**src/rtl/conv2d_window_gen.sv**
```systemverilog
// conv2d_window_gen: turns a raster-order pixel stream into the 3x3 patches of a
// valid (unpadded) convolution. Two line buffers hold the previous two rows; a
// one-deep output register presents each patch under valid/ready handshaking.
module conv2d_window_gen #(
    parameter int DATA_WIDTH  = 8,
    parameter int FILTER_SIZE = 3,   // only 3 is supported
    parameter int IMG_WIDTH   = 8,   // >= 3
    parameter int IMG_HEIGHT  = 8    // >= 3
) (
    input  logic                                                   clk,
    input  logic                                                   rst,
    input  logic                                                   pix_valid,
    output logic                                                   pix_ready,
    input  logic [DATA_WIDTH-1:0]                                  pix_data,
    output logic                                                   patch_valid,
    input  logic                                                   patch_ready,
    output logic [FILTER_SIZE-1:0][FILTER_SIZE-1:0][DATA_WIDTH-1:0] image_patch,
    output logic [$clog2(IMG_HEIGHT)-1:0]                          patch_row,
    output logic [$clog2(IMG_WIDTH)-1:0]                           patch_col,
    output logic                                                   patch_last
);

    localparam int ROW_W = $clog2(IMG_HEIGHT);
    localparam int COL_W = $clog2(IMG_WIDTH);

    typedef logic [FILTER_SIZE-1:0][FILTER_SIZE-1:0][DATA_WIDTH-1:0] window_t;

    logic [COL_W-1:0]      col;
    logic [ROW_W-1:0]      row;
    logic [DATA_WIDTH-1:0] lb0 [IMG_WIDTH];   // row before the previous one
    logic [DATA_WIDTH-1:0] lb1 [IMG_WIDTH];   // previous row
    window_t               win;
    window_t               win_next;

    logic pix_acc;
    logic patch_acc;
    logic col_end;
    logic row_end;
    logic load;

    // Output register drains or passes through, so a pixel is taken whenever
    // the held patch is absent or leaving this cycle.
    assign pix_ready = !patch_valid || patch_ready;
    assign pix_acc   = pix_valid && pix_ready;
    assign patch_acc = patch_valid && patch_ready;
    assign col_end   = (col == COL_W'(IMG_WIDTH - 1));
    assign row_end   = (row == ROW_W'(IMG_HEIGHT - 1));
    // Row/col >= 2 guarantees every window element belongs to the current frame.
    assign load      = pix_acc && (row >= ROW_W'(2)) && (col >= COL_W'(2));

    // Window after shifting left one column and inserting the new right column.
    always_comb begin
        win_next    = win;
        win_next[0] = {lb0[col], win[0][2], win[0][1]};
        win_next[1] = {lb1[col], win[1][2], win[1][1]};
        win_next[2] = {pix_data, win[2][2], win[2][1]};
    end

    // Line buffers and window shift register (data path, not reset).
    always_ff @(posedge clk) begin
        if (pix_acc) begin
            lb0[col] <= lb1[col];
            lb1[col] <= pix_data;
            win      <= win_next;
        end
    end

    // Raster position of the next pixel to be accepted.
    always_ff @(posedge clk or negedge rst) begin
        if (!rst) begin
            col <= '0;
            row <= '0;
        end else if (pix_acc) begin
            if (col_end) begin
                col <= '0;
                row <= row_end ? '0 : row + ROW_W'(1);
            end else begin
                col <= col + COL_W'(1);
            end
        end
    end

    // Output patch register: a new load takes priority over a drain.
    always_ff @(posedge clk or negedge rst) begin
        if (!rst) begin
            patch_valid <= 1'b0;
            patch_last  <= 1'b0;
            image_patch <= '0;
            patch_row   <= '0;
            patch_col   <= '0;
        end else if (load) begin
            patch_valid <= 1'b1;
            patch_last  <= row_end && col_end;
            image_patch <= win_next;
            patch_row   <= row - ROW_W'(2);
            patch_col   <= col - COL_W'(2);
        end else if (patch_acc) begin
            patch_valid <= 1'b0;
        end
    end

endmodule

```
**config.mk**
```make
export PLATFORM = sky130hd
export DESIGN_NAME = conv2d_window_gen
export DESIGN_NICKNAME = d
export VERILOG_FILES = /design/src/rtl/conv2d_window_gen.sv
export SDC_FILE = /design/constraint.sdc
export NUM_CORES = 1
export LEC_CHECK = 0
export ABC_AREA = 1
export BUFFER_PORTS_ARGS = -buffer_cell sky130_fd_sc_hd__buf_2
export CAP_MARGIN = 20
export CORE_MARGIN = 2
export CORE_UTILIZATION = 63
export DETAILED_ROUTE_END_ITERATION = 7
export GPL_TIMING_DRIVEN = 0
export PLACE_DENSITY_LB_ADDON = 0.25
export SLEW_MARGIN = 15
export SYNTH_ARGS = -nofsm -noshare
export SYNTH_HDL_FRONTEND = slang
export SYNTH_SLANG_ARGS = --single-unit
export TNS_END_PERCENT = 50
```
**constraint.sdc**
```tcl
create_clock -name clk -period 5.3 [get_ports clk]
set_input_delay 0.53 -clock clk [delete_from_list [all_inputs] [get_ports clk]]
set_output_delay 0.53 -clock clk [all_outputs]
set_load 0.02 [all_outputs]
```
==> flow_summary.ini, run 1 <==
[status]
status = finished, final reports clean

[timing]
hold_slack_ns = 0.3463
skew_ns = 0.01106
period_minus_slack_ns = 2.790
finalSetupViolations = 0
worst_pin_slew_ns = 0.9293
slew_headroom = 0.3798
hold_viol = 0
rsz0062_at_grt = false
finalSetupTns_ns = 0
min_period_over_period = 0.5265
slew_violations = 0
clock.fmax_ghz = 0.3584

[floorplanning]
pin_count = 93
core_region_area_sq_um = 16000
rows = 46
initial_utilization = 0.6480
die_area_sq_um = 17500
fp.dieH_um = 132.3
die_w_um = 132.3

[global_route]
grt_overflow_total = 0
antenna_found_initial = 0
grt_pass1_vias = 6717
grt_first_pass_wirelength_um = 36110
track_usage = 0.2671
grt_max_degree = 55

[critical_path]
start_kind = register
critical_path.max_stage_delay_ns = 0.75
crit_required_ns = 5.44
critPathKind = register to register
cp_max_fo = 16
crit_chain = buf_4, inv_4, clkbuf_1, ha_1, inv_1, nor2_2
critPathArrivalTime_ns = 2.93
endpoint_kind = register
path_buf_inv = 4
slowest_stage = nor2_2
critical-path-top-delay-family = buffers and inverters

[detailed_routing]
drtIter0Drc = 672
postRouteAntennaNets = 0
drtPass1Iterations = 6
viasPerCell = 5.385
wl_per_cell_um = 17.51
vias = 7022
drc = 0
routed_wl_um = 22830

[synthesis]
synthArstFlopShare = 0.3282
ys_seq_elements = 262
synth_top_area_cell = edfxtp_1
synthTopCellsByArea = edfxtp_1, dfrtp_1, nand2_1
synth.distinct_cells = 20
postSynthAreaPerCell_sq_um = 11.01
synth_commonest_cells = nand2_1, edfxtp_1, inv_1
synthCells = 942
synth_warnings = 0
syn_nets = 965
synth-edff-count = 176
synth.most_common_cell = nand2_1
netlist_area_sq_um = 10370
synth_top_area_share = 0.5098
ys.flop_type = edfxtp_1
ys_seq_area_frac = 0.7174

[power_and_ir_drop]
p_per_area_nw_per_um2 = 659.2
leakagePower_uw = 0.005681
ir_drop_mv = 0.2910

[clock_network]
clk_latency_ns = 0.52
htree_levels = 1
clock_tree.buffer_depth = 3
postCtsSetupBuffers = 0
cts_tree = done
cts_root_buffer = clkbuf_16
clkTransAtPathRegs_ns = 0.06
cts_sinks = 262
cts_buffers = 27

[placement]
detailedPlacementHpwl_um = 14640
placed_cell_area_sq_um = 11210
placed_cells = 1254
portBuffers = 92
place_congestion = 0.9042

[cells_and_area]
num_antenna_cells = 0
drive_gt1_frac = 0.1691
areaGrowthSynthToFinish_pct = 17.37
nNetsFinal = 1091
final_cell_area_sq_um = 12170
finalNonFillerCells = 1304
finalCoreUtilization = 0.7605

[worst_hold_path]
hold_path.class = input pin to register

[flow_run]
cap_violations = 0
-- final cells by class --
type,instances,area (sq um)
Clock buffer,40,870.8
Inverter,107,404.1
Timing Repair Buffer,97,566.8
Buffer,40,215.2
Fill cell,1020,3832
Sequential cell,262,7437
Tap cell,216,270.3
Clock inverter,9,72.57
Multi-Input combinational cell,533,2331
-- metal layers --
| metal | wire [um] | global-route usage |
|---|---|---|
| met5 | 0 | 0 |
| met3 | 1877 | 0.03998 |
| met2 | 11380 | 0.4456 |
| met4 | 516 | 0.07467 |
| met1 | 9057 | 0.3737 |
-- repair_timing --
| item | CTS | global route |
|---|---|---|
| endpoints found under the hold margin | 32 | 0 |
| hold buffers | 1 | 0 |
| resized for setup | 0 | 0 |
-- flip-flops by register name (all words and copies together), names as in the netlist, 3 cells and up --
signal	flops
row	3
image_patch	72
win	48
lb1	64
patch_col	3
patch_row	3
lb0	64
col	3
-- tightest hold or removal path: cells and delay by family --
| kind | cells | cell delay [ns] |
|---|---|---|
| buffers and inverters | 2 | 0.14 |
| AND/OR/NAND/NOR | 2 | 0.16 |
-- per-stage QoR --
| stage | total power (uW) | setup slack [ns] |
|---|---|---|
| final | 8021 | 2.510 |
| after CTS | 8012 | 2.536 |
| after global routing | 8449 | 2.402 |
| after floorplan | 4997 | 2.322 |
| after global placement | 5908 | 1.311 |
| after detailed placement | 6031 | 2.336 |
-- path summary, 6_finish.rpt --
kind	startpoint	end	slack (ns)	depth (start not counted)
worst max-delay path	col[2]	lb0[1][0]	2.51	6
worst min-delay path	patch_ready	patch_valid	0.35	4
worst max register to register	col[2]	lb0[1][0]	2.51	6
worst min register to register	win[11]	image_patch[3]	0.44	2
max in group asynchronous	rst	image_patch[19]	4.18	3
min in group asynchronous	rst	image_patch[49]	0.50	2
-- report_power, final --
group	total [uW]	internal [uW]	switching [uW]	leakage (uW)
logic	2830	811	2020	0.00253
registers	3260	2980	273	0.00268
clock network	1940	1190	752	0.000474
-- kinds of logic after synthesis --
group | after synthesis | share of synthesized area
simple gates | 507 | 0.2000
fa+ha+maj | 11 | 0.01328
compound gates | 15 | 0.009655
flops | 262 | 0.7174
buf+inv | 147 | 0.05974
-- placed cells by master (no fill, tap or decap), drive strengths merged --
master,netlist,final
a21boi,1,1
a21oi,4,4
and2,16,16
buf,31,127
bufinv,0,1
clkbuf,9,49
clkinv,0,6
dfrtp,86,86
dlygate4sd3,0,1
edfxtp,176,176
ha,11,11
inv,107,109
nand2,382,382
nand3,96,96
nor2,13,13
o21ai,10,10
Note: power is estimated with default switching activity, not from simulation.
==> run 2, diff against run 1 <==
--- a/config.mk
+++ b/config.mk
@@ -9,7 +9,7 @@
 export BUFFER_PORTS_ARGS = -buffer_cell sky130_fd_sc_hd__buf_2
 export CAP_MARGIN = 20
 export CORE_MARGIN = 2
-export CORE_UTILIZATION = 63
+export CORE_UTILIZATION = 53
 export DETAILED_ROUTE_END_ITERATION = 7
 export GPL_TIMING_DRIVEN = 0
 export PLACE_DENSITY_LB_ADDON = 0.25
==> constraint.sdc (replaced) <==
create_clock -name clk -period 2.48 [get_ports clk]
set_input_delay 0.248 -clock clk [delete_from_list [all_inputs] [get_ports clk]]
set_output_delay 0.248 -clock clk [all_outputs]
set_load 0.02 [all_outputs]
==> flow_summary.ini, run 2 (synthesis gave the netlist of run 1 again) <==
[power_and_ir_drop]
swShare = 0.3787
p_per_area_nw_per_um2 = 1396
seqPwrFrac = 0.405
clkPwrFrac = 0.242
ir_drop_mv = 0.7724
power_frac_comb = 0.353
power_switching_uw = 6488
leakagePower_uw = 0.005668
p_int_uw = 10640

[clock_network]
cts_buffers = 27
cts_sinks = 262
cts_tree = done
cts_root_buffer = clkbuf_16
clock_tree.buffer_depth = 3
clk_latency_ns = 0.54
clkTransAtPathRegs_ns = 0.06
postCtsSetupBuffers = 0
htree_levels = 1

[critical_path]
critPathArrivalTime_ns = 2.82
crit_required_ns = 2.95
timing.critical_path.from = col[1]
ff2ff_path_depth = 10
start_kind = register
r2r-start = col[1]
cp-endpoint = image_patch[46]
critPathKind = register to register
reg2reg_setup_slack_ns = 0.13
cp_max_fo = 11
endpoint_kind = register
reg2reg_to = image_patch[46]

[detailed_routing]
postRouteAntennaNets = 0
wl_per_cell_um = 17.05
drtIter0Drc = 482
viasPerCell = 5.035
routed_wl_um = 23070
drtPass1Iterations = 5
vias = 6813
drc = 0

[cells_and_area]
register_area_sq_um = 7437
final_common_cell = nand2_1
largest_reg_flops = 72
num_antenna_cells = 0
final_cell_area_sq_um = 12270
finalCoreUtilization = 0.6346
fill_cells = 1503
regMostFlops = image_patch
multiInputGateArea_sq_um = 2376
areaGrowthSynthToFinish_pct = 18.34
reg_top3 = image_patch x72, lb0 x64, lb1 x64
layout_common_cells = nand2_1, edfxtp_1, buf_2
drive_gt1_frac = 0.1700
nNetsFinal = 1090

[status]
status = finished, final reports clean

[timing]
finalSetupViolations = 0
rsz0062_at_grt = false
slew_violations = 0
clock.fmax_ghz = 0.4255
slew_headroom = 0.5973
period_minus_slack_ns = 2.350
hold_slack_ns = 0.04232
worst_pin_slew_ns = 0.6040
skew_ns = 0.01436
min_period_over_period = 0.9477
hold_viol = 0

[global_route]
grt_overflow_total = 0
grt_first_pass_wirelength_um = 35820
grt_max_degree = 59
track_usage = 0.2296
antenna_found_initial = 0
grt_pass1_vias = 6565

[floorplanning]
rows = 51
fp.dieH_um = 143.9
die_w_um = 143.9
pin_count = 93
core_region_area_sq_um = 19330
initial_utilization = 0.5362
die_area_sq_um = 20700

[flow_run]
cap_violations = 0

[placement]
place_congestion = 0.8426
placed_cell_area_sq_um = 11310
detailedPlacementHpwl_um = 15070
portBuffers = 92

[worst_hold_path]
hold_start = patch_ready
hold_path.class = input pin to register
-- run 2: worst min path at each step --
stage                           end  slack (ns)  depth (start not counted)
floorplan                    col[0]       -0.05                          0
global placement    image_patch[54]        0.42                          2
detailed placement  image_patch[42]        0.21                          1
CTS                     patch_valid        0.03                          4
global route            patch_valid        0.06                          4
finish                  patch_valid        0.04                          4
-- run 2: metrics by stage --
step / power (uW) / instances / setup TNS [ns] / setup slack, ns
floorplan: 10750 / 942 / -11.11 / -0.09827
global placement: 12780 / 1299 / -114.03 / -0.7127
detailed placement: 12980 / 1302 / -2.852 / -0.09502
CTS: 17200 / 1353 / 0 / 0.01332
global route: 18160 / 1353 / 0 / 0.03008
finish: 17130 / 1353 / 0 / 0.1298
-- run 2: power by group through the flow --
stage	sequential, uW	combinational (uW)	clock [uW]
after floorplan	7670	3080	0
after global placement	6980	5800	0
after detailed placement	7000	5980	0
after CTS	6940	6050	4210
after global routing	7060	6710	4390
final	6940	6050	4140
-- run 2: metal layers --
layer	wire length, um	share of wire	global-route usage	vias to the layer above
li1	-	-	-	3269
met1	9779	0.42	0.3210	3257
met2	11160	0.48	0.3805	247
met3	1539	0.067	0.03266	40
met4	590	0.026	0.06347	0
met5	0	0	0	-
-- run 2: final cells by class --
cell class | instances | area share
Sequential cell | 262 | 0.6062
Multi-Input combinational cell | 533 | 0.1937
Clock buffer | 42 | 0.06710
Timing Repair Buffer | 96 | 0.04528
Inverter | 107 | 0.03294
Tap cell | 265 | 0.02702
Buffer | 40 | 0.01907
Clock inverter | 8 | 0.008770
-- run 2: repair_timing --
action | in CTS | in global routing
setup endpoints to repair | 141 | 76
resized for setup | 3 | 6
endpoints found under the hold margin | 28 | 0
hold buffers | 1 | 0
-- run 2: critical path: stages, from the launching register on --
cell,delay [ns]
dfrtp_1,0.47
clkbuf_4,0.26
inv_1,0.12
clkbuf_4,0.22
ha_1,0.23
inv_2,0.15
a21oi_4,0.07
nor2_4,0.29
buf_4,0.27
nand3_1,0.13
nand2_1,0.07
==> run 3, diff against run 2 <==
--- a/config.mk
+++ b/config.mk
@@ -5,14 +5,13 @@
 export SDC_FILE = /design/constraint.sdc
 export NUM_CORES = 1
 export LEC_CHECK = 0
-export ABC_AREA = 1
 export BUFFER_PORTS_ARGS = -buffer_cell sky130_fd_sc_hd__buf_2
 export CAP_MARGIN = 20
 export CORE_MARGIN = 2
 export CORE_UTILIZATION = 53
 export DETAILED_ROUTE_END_ITERATION = 7
 export GPL_TIMING_DRIVEN = 0
-export PLACE_DENSITY_LB_ADDON = 0.25
+export PLACE_DENSITY = 0.74
 export SLEW_MARGIN = 15
 export SYNTH_ARGS = -nofsm -noshare
 export SYNTH_HDL_FRONTEND = slang
==> constraint.sdc (replaced) <==
create_clock -name clk -period 2.48 [get_ports clk]
set_input_delay 0.372 -clock clk [delete_from_list [all_inputs] [get_ports clk]]
set_output_delay 0.372 -clock clk [all_outputs]
set_load 0.02 [all_outputs]
==> flow_summary.ini, run 3 <==
[synthesis]
synth.distinct_cells = 26
ys.flop_type = edfxtp_1
synth_warnings = 0
ys_seq_elements = 262
synthArstFlopShare = 0.3282
postSynthAreaPerCell_sq_um = 20.43
synth_top_area_share = 0.5280
synthTopCellsByArea = edfxtp_1, dfrtp_1, mux2_4
synth_commonest_cells = edfxtp_1, dfrtp_1, mux2_4
synth.most_common_cell = edfxtp_1
syn_nets = 513
ys_seq_area_frac = 0.7430
synthCells = 490
synth-edff-count = 176
netlist_area_sq_um = 10010
synth_top_area_cell = edfxtp_1

[critical_path]
critPathKind = register to register
start_kind = register
reg2reg_to = image_patch[67]
crit_required_ns = 2.87
timing.critical_path.from = col[1]
reg2reg_setup_slack_ns = 0.10
ff2ff_path_depth = 9
cp_max_fo = 11
r2r-start = col[1]
critPathArrivalTime_ns = 2.77
cp-endpoint = image_patch[67]
endpoint_kind = register

[clock_network]
cts_tree = done
htree_levels = 1
cts_buffers = 26
clk_latency_ns = 0.52
cts_root_buffer = clkbuf_16
cts_sinks = 262
clkTransAtPathRegs_ns = 0.06
clock_tree.buffer_depth = 3

[detailed_routing]
routed_wl_um = 17860
postRouteAntennaNets = 0
route.met3.wl_um = 874
wl_per_cell_um = 20.57
viasPerCell = 5.408
drtIter0Drc = 350
drtPass1Iterations = 4
wirelength_met1_um = 7600
dr_wl_met2_um = 9014
drc = 0
vias = 4694
top_signal_layer_used = met4

[placement]
placed_cell_area_sq_um = 10800
place_congestion = 0.7777
place_ws_ns = -0.6255
detailedPlacementHpwl_um = 11460
portBuffers = 92

[timing]
setup_ws_ns = 0.1000
clock.fmax_ghz = 0.4202
min_period_over_period = 0.9597
slew_headroom = 0.3580
finalSetupViolations = 0
hold_viol = 0
slew_violations = 0
period_minus_slack_ns = 2.380
skew_ns = 0.01556
worst_pin_slew_ns = 0.9629

[power_and_ir_drop]
swShare = 0.3169
power_switching_uw = 5232
clkPwrFrac = 0.223
ir_drop_mv = 0.6289
seqPwrFrac = 0.421
p_int_uw = 11280
p_per_area_nw_per_um2 = 1416
p_total_uw = 16510
leakagePower_uw = 0.004875
power_frac_comb = 0.355

[floorplanning]
die_w_um = 141.4
pin_count = 93
fp.dieH_um = 141.4
initial_utilization = 0.5369
die_area_sq_um = 20000
core_region_area_sq_um = 18640
rows = 50

[global_route]
grt_max_degree = 60
grt_overflow_total = 0
grt_first_pass_wirelength_um = 29120
track_usage = 0.1887
antenna_found_initial = 0
grt_pass1_vias = 5104

[cells_and_area]
final_common_cell = edfxtp_1
register_area_sq_um = 7437
multiInputGateArea_sq_um = 2377
largest_reg_flops = 72
areaGrowthSynthToFinish_pct = 16.48
nNetsFinal = 637
layout_common_cells = edfxtp_1, buf_2, dfrtp_1
drive_gt1_frac = 0.4243
reg_top3 = image_patch x72, lb0 x64, lb1 x64
fill_cells = 1308
num_antenna_cells = 0
regMostFlops = image_patch
final_cell_area_sq_um = 11660

[flow_run]
cap_violations = 0

[status]
status = finished, final reports clean

[worst_hold_path]
hold_path.class = input pin to register
==> run 3: cell count changes after synthesis, sizes merged, moves of 16 or more <==
cell   before  now
inv       107    9
nand3      96    1
nand2     382   54
mux2        0   77
mux4        0   32
and2       16    0
==> run 3: worst min path at each step <==
stage / slack [ns] / start / endpoint / cells past startpoint
after CTS: 0.14 / pix_data[1] / win[65] / 1
after floorplan: 0.08 / rst / col[0] / 0
final: 0.16 / patch_ready / patch_valid / 3
after global routing: 0.16 / pix_data[4] / lb1[2][4] / 1
after global placement: 0.43 / win[66] / win[58] / 0
after detailed placement: 0.33 / rst / patch_row[2] / 1
==> run 3: kinds of logic after synthesis <==
logic type,count (synthesis),synth area share
compound gates,7,0.004251
simple gates,67,0.02862
mux,112,0.1901
fa+ha+maj,11,0.01375
buf+inv,31,0.02025
flops,262,0.7430
==> run 3: power groups by stage <==
stage | Combinational (uW) | Sequential, uW | Clock [uW]
detailed placement | 5880 | 7060 | 0
CTS | 5960 | 6970 | 3760
global route | 6320 | 7110 | 3930
finish | 5870 | 6950 | 3690
global placement | 5730 | 6950 | 0
floorplan | 3410 | 7720 | 0
==> run 3: metal layers <==
metal | vias up | GRT usage
met5 | - | 0
li1 | 2103 | -
met3 | 26 | 0.02464
met1 | 2444 | 0.2640
met4 | 0 | 0.05895
met2 | 121 | 0.3143
==> run 3: through the flow <==
| step | std cells | hold slack [ns] | TNS (ns) | utilization |
|---|---|---|---|---|
| final | 868 | 0.1556 | 0 | 0.6254 |
| after global placement | 816 | 0.4327 | -76.64 | 0.5775 |
| after CTS | 867 | 0.1401 | 0 | 0.6248 |
| after floorplan | 490 | 0.07641 | 0 | - |
| after detailed placement | 817 | 0.3305 | -85.84 | 0.5791 |
| after global routing | 868 | 0.1623 | -0.01184 | 0.6254 |
==> run 3: repair_timing <==
item / CTS / global route
hold endpoints to repair: 27 / 0
pin swaps: 0 / 0
buffers inserted: 1 / 1
setup endpoints to repair: 176 / 142
hold buffers: 1 / 0
resized for setup: 13 / 2
==> run 3: cell type report <==
| type | instances | area share |
|---|---|---|
| buffer | 21 | 0.01599 |
| multi-input combinational | 197 | 0.2039 |
| timing repair buffer | 96 | 0.04422 |
| sequential | 262 | 0.6379 |
| tap | 234 | 0.02511 |
| clock buffer | 39 | 0.06353 |
| clock inverter | 9 | 0.005688 |
| inverter | 10 | 0.003649 |
==> run 3: worst max-delay path: stages (launching register included) <==
cell and delay (ns):
dfrtp_1 0.38, buf_6 0.17, clkinv_4 0.11, clkbuf_8 0.20, ha_1 0.25, a21boi_1 0.13, or3_1 0.33, buf_4 0.20
buf_6 0.18, mux2_4 0.30
